### src/rtl/uart_rx.sv
// uart_rx: 16x-oversampled serial receiver with start-glitch rejection,
// framing-error reporting and break handling. Frames are 1 start bit,
// NB_DATA data bits (LSB first) and one stop bit.
module uart_rx #(
  parameter int NB_DATA = 8,
  parameter int SB_TICK = 16
) (
  input  logic               i_clk,
  input  logic               i_reset,
  input  logic               i_rx,
  input  logic               i_tick,
  output logic               o_rx_done,
  output logic [NB_DATA-1:0] o_data,
  output logic               o_frame_err
);

  localparam int NB_CNT = (NB_DATA > 1) ? $clog2(NB_DATA) : 1;

  // Tick counts at which the FSM acts: mid start bit, end of a data bit,
  // and the stop-bit sampling point.
  localparam logic [3:0]        START_MID = 4'd7;
  localparam logic [3:0]        BIT_END   = 4'd15;
  localparam logic [3:0]        STOP_END  = 4'(SB_TICK - 1);
  localparam logic [NB_CNT-1:0] LAST_BIT  = NB_CNT'(NB_DATA - 1);

  typedef enum logic [2:0] {
    IDLE  = 3'd0,
    START = 3'd1,
    DATA  = 3'd2,
    STOP  = 3'd3,
    BRK   = 3'd4
  } state_t;

  state_t              state;
  logic [3:0]          s_cnt;
  logic [NB_CNT-1:0]   n_cnt;
  logic [NB_DATA-1:0]  shreg;
  logic                rx_meta;
  logic                rx_s;

  // Two-flop synchroniser for the asynchronous line; idles high so reset
  // never looks like a start edge.
  always_ff @(posedge i_clk or negedge i_reset) begin
    if (!i_reset) begin
      rx_meta <= 1'b1;
      rx_s    <= 1'b1;
    end else begin
      rx_meta <= i_rx;
      rx_s    <= rx_meta;
    end
  end

  // Receive FSM with registered done/error pulses and output byte.
  always_ff @(posedge i_clk or negedge i_reset) begin
    if (!i_reset) begin
      state       <= IDLE;
      s_cnt       <= '0;
      n_cnt       <= '0;
      shreg       <= '0;
      o_data      <= '0;
      o_rx_done   <= 1'b0;
      o_frame_err <= 1'b0;
    end else begin
      o_rx_done   <= 1'b0;
      o_frame_err <= 1'b0;
      case (state)
        // Start detection runs every clock so the falling edge is caught
        // with single-clock resolution, not tick resolution.
        IDLE: begin
          if (!rx_s) begin
            state <= START;
            s_cnt <= '0;
          end
        end

        // Re-check the line at mid start bit; a high line means a glitch.
        START: begin
          if (i_tick) begin
            if (s_cnt == START_MID) begin
              if (!rx_s) begin
                state <= DATA;
                s_cnt <= '0;
                n_cnt <= '0;
              end else begin
                state <= IDLE;
              end
            end else begin
              s_cnt <= s_cnt + 4'd1;
            end
          end
        end

        // Counting from mid start bit, every 16th tick lands mid data bit.
        DATA: begin
          if (i_tick) begin
            if (s_cnt == BIT_END) begin
              shreg <= {rx_s, shreg[NB_DATA-1:1]};
              s_cnt <= '0;
              if (n_cnt == LAST_BIT) begin
                state <= STOP;
              end else begin
                n_cnt <= n_cnt + NB_CNT'(1);
              end
            end else begin
              s_cnt <= s_cnt + 4'd1;
            end
          end
        end

        // Good stop bit publishes the byte; a low one flags a framing error
        // and parks in BRK so a held-low line reports only once.
        STOP: begin
          if (i_tick) begin
            if (s_cnt == STOP_END) begin
              s_cnt <= '0;
              if (rx_s) begin
                o_data    <= shreg;
                o_rx_done <= 1'b1;
                state     <= IDLE;
              end else begin
                o_frame_err <= 1'b1;
                state       <= BRK;
              end
            end else begin
              s_cnt <= s_cnt + 4'd1;
            end
          end
        end

        // Wait for the line to return high before hunting for a start bit.
        BRK: begin
          if (rx_s) begin
            state <= IDLE;
          end
        end

        default: state <= IDLE;
      endcase
    end
  end

endmodule

### config.mk
export PLATFORM = sky130hd
export DESIGN_NAME = uart_rx
export DESIGN_NICKNAME = d
export VERILOG_FILES = /design/src/rtl/uart_rx.sv
export SDC_FILE = /design/constraint.sdc
export NUM_CORES = 1
export LEC_CHECK = 0
export CAP_MARGIN = 20
export CORE_MARGIN = 2
export CORE_UTILIZATION = 55
export DETAILED_ROUTE_END_ITERATION = 12
export PLACE_DENSITY_LB_ADDON = 0.3
export SLEW_MARGIN = 20
export SYNTH_ARGS = -nofsm -noshare
export SYNTH_HDL_FRONTEND = slang
export SYNTH_SLANG_ARGS = --single-unit
export TNS_END_PERCENT = 5
### constraint.sdc
create_clock -name i_clk -period 2.6 [get_ports i_clk]
set_clock_uncertainty 0.2 [all_clocks]
set_input_delay 0.65 -clock i_clk [delete_from_list [all_inputs] [get_ports i_clk]]
set_output_delay 0.65 -clock i_clk [all_outputs]
set_load 0.01 [all_outputs]
==> key figures <==
Status
  • Outcome: finished clean

Critical path
  • Worst setup SP type: primary input
  • R2R Setup Slk: approximately 0.62 ns
  • Critical Path Start: i_tick
  • Bufs and invs on worst path: 1
  • Crit path to: o_data[3]$_DFFE_PN0P_
  • Data arrival, critical path: 2.13 ns
  • FF-to-FF path depth: 4
  • Worst r2r dst: n_cnt[0]$_DFFE_PN0P_
  • Crit path max fanout: 9
  • Critical path cell sequence: clkdlybuf4s50_1 -> nand3_2 -> or2_4 -> nor2_8 -> mux2_2
  • FF-to-FF Start: state[0]$_DFFE_PN0P_
  • Critical path type: primary input to register
  • Stages on worst setup path: 5
  • Setup crit end kind: register
  • CP delay by family, top: simple AND/OR/NAND/NOR gates
  • Worst path required time: about 2.6 ns
  • Worst path slowest cell: clkdlybuf4s50_1
  • Highest cell delay on the worst timing path: roughly 0.50 ns

STA
  • RSZ-0062 raised after global routing: false
  • Fin. max-slew vios: 0
  • Post-route setup slack: ~0.47 ns
  • Final setup violation count: 0
  • Achievable Freq: 470 MHz
  • Hold Fails Final Rpt: 0
  • Pin slew with the least headroom to its limit: 0.451 ns
  • Slew HR: 0.700
  • TNS Setup: 0 ns
  • Fin crit period: roughly 2.1 ns
  • Tcrit/Tclk final: 0.818

Power and ir drop
  • Leakage: between 0.7 and 0.8 nW
  • Cell Pwr Density: 703 nW/µm²
  • Max VDD drop: about 490 µV

Placed design
  • DP Worst Slack: roughly 0.13 ns
  • DP HPWL: approximately 1600 µm
  • Final Wtd Congestion: 0.792
  • Placed Area: 1550 µm²
  • IO buf count: 13

Synthesis
  • Post-Synthesis Cells: 107
  • Sequential share of the synthesized area: 0.535
  • Post-synth top flop: dfrtp_1
  • Yosys cell types: 35
  • Post-synth EDFFs: 0
  • Synth Area per Inst: about 13 µm²
  • Register bit count reported by yosys: 30
  • Post-synth net total: around 110
  • Syn Std Cell Area: approximately 1400 µm²
  • Synth warnings: 0
  • Async SR Flop Fraction: 1.00

CTS
  • CTS Buf Count: 5
  • Clk buf depth: 2
  • Post-CTS resize count: 0
  • Worst skew pair latency: 0.32 ns
  • CTS sink cnt: 30
  • Hold Buf Count CTS: 0
  • Post-CTS Setup Inserts: 0
  • CTS tree: done
  • Clk slew on worst S/H paths: 0.09 ns
  • Root buf cell: clkbuf_4
  • Htree depth: 2

Detailed routing
  • Drt wl/cell: between 10 and 15 µm
  • Remaining DRCs: 0
  • Vias per inst: between 5 and 6
  • Initial DRT Pass Iterations: 4
  • DRT Wirelength: around 2200 µm
  • Total number of vias: 883
  • Remaining antenna violation count: 0
  • DRT iter0 DRCs: 9

Final layout
  • Most common cell after layout, fill and taps aside: dfrtp_1
  • Nets: between 100 and 150
  • Fin util: 0.657
  • Most frequent cells in the layout: dfrtp_1, mux2_2, clkdlybuf4s50_1
  • Area delta synth->final: 14.6%
  • Design area: 1610 µm²
  • # diodes: 0
  • Share of cells above drive strength 1: 0.341
  • Fill count: 188

Global route
  • Largest net degree at the start of global routing: 31
  • First-pass GRT wire length: between 4000 and 5000 µm
  • Grt ovf: 0
  • Initial antenna violation count: 0
  • GRT Resource Usage Total: 0.196
  • Vias in the first global route: 853

Floorplan
  • Ports: 14
  • Die Area: a little under 3000 µm²
  • Initial Util: 0.574
  • Core ar.: 2450 µm²
  • Die height: 54.6 µm
  • Die width: 54.6 µm
  • Cell row count: 18

Job
  • # Max-Cap Violations: 0

Worst hold path
  • HP Class: register to register
  • Worst hold start: rx_meta$_DFF_PN1_
[kinds of logic (layout without fill, tap and decap cells)]
logic type	count (synthesis)	in the layout	share of synthesized area
fa+ha+maj	3	3	0.0266
mux	19	19	0.154
flops	30	30	0.535
simple gates	33	33	0.163
buf+inv	7	26	0.0400
compound gates	15	15	0.0826
[flip-flops by register name (all words and copies together), names as in the netlist]
| name | flops |
|---|---|
| o_data | 8 |
| state | 3 |
| o_frame_err | 1 |
| shreg | 8 |
| n_cnt | 3 |
| o_rx_done | 1 |
| s_cnt | 4 |
| rx_meta | 1 |
| rx_s | 1 |
[through the flow]
step                      cells  hold WS [ns]  total power, mW
final                       156         0.161             1.14
after global routing        156         0.163             1.22
after CTS                   156         0.164             1.15
after detailed placement    148         0.152            0.857
after global placement      148         0.146            0.838
after floorplan             107         0.145            0.822
[cell usage after synthesis (all sizes together), types with 3 or more instances]
library cell | count | share of area
nand2 | 3 | 0.0080
buf | 5 | 0.035
o21ai | 3 | 0.011
nor2 | 7 | 0.030
nor3 | 3 | 0.019
dfrtp | 28 | 0.50
ha | 3 | 0.027
a22o | 4 | 0.027
mux2 | 18 | 0.15
nand4 | 3 | 0.013
nand3 | 4 | 0.018
nand3b | 4 | 0.030
[worst min-delay path by stage]
stage | to | cells after the start
3_5_place_dp | rx_s$_DFF_PN1_ | 0
6_report | rx_s$_DFF_PN1_ | 0
4_1_cts | rx_s$_DFF_PN1_ | 0
5_1_grt | rx_s$_DFF_PN1_ | 0
2_1_floorplan | n_cnt[0]$_DFFE_PN0P_ | 0
3_3_place_gp | rx_s$_DFF_PN1_ | 0
[cell type report]
type / instances / area [µm²] / share of cell area
Inverter: 2 / 7.51 / 0.00465
Multi-Input combinational cell: 70 / 599 / 0.371
Timing Repair Buffer: 16 / 153 / 0.0946
Clock inverter: 2 / 12.5 / 0.00775
Tap cell: 30 / 37.5 / 0.0233
Sequential cell: 30 / 753 / 0.467
Clock buffer: 6 / 51.3 / 0.0318
[per-layer routing]
layer  track usage  wire length [µm]
met4        0.0750                14
met3        0.0656                89
met1         0.260              1030
met5             0                 0
met2         0.296              1110
[power by group]
group / total (mW) / switching [mW] / internal [mW]
clock network: 0.289 / 0.159 / 0.130
registers: 0.617 / 0.102 / 0.515
logic: 0.230 / 0.107 / 0.123
total: 1.14 / 0.367 / 0.768
Power figures use the tool's default switching activity.
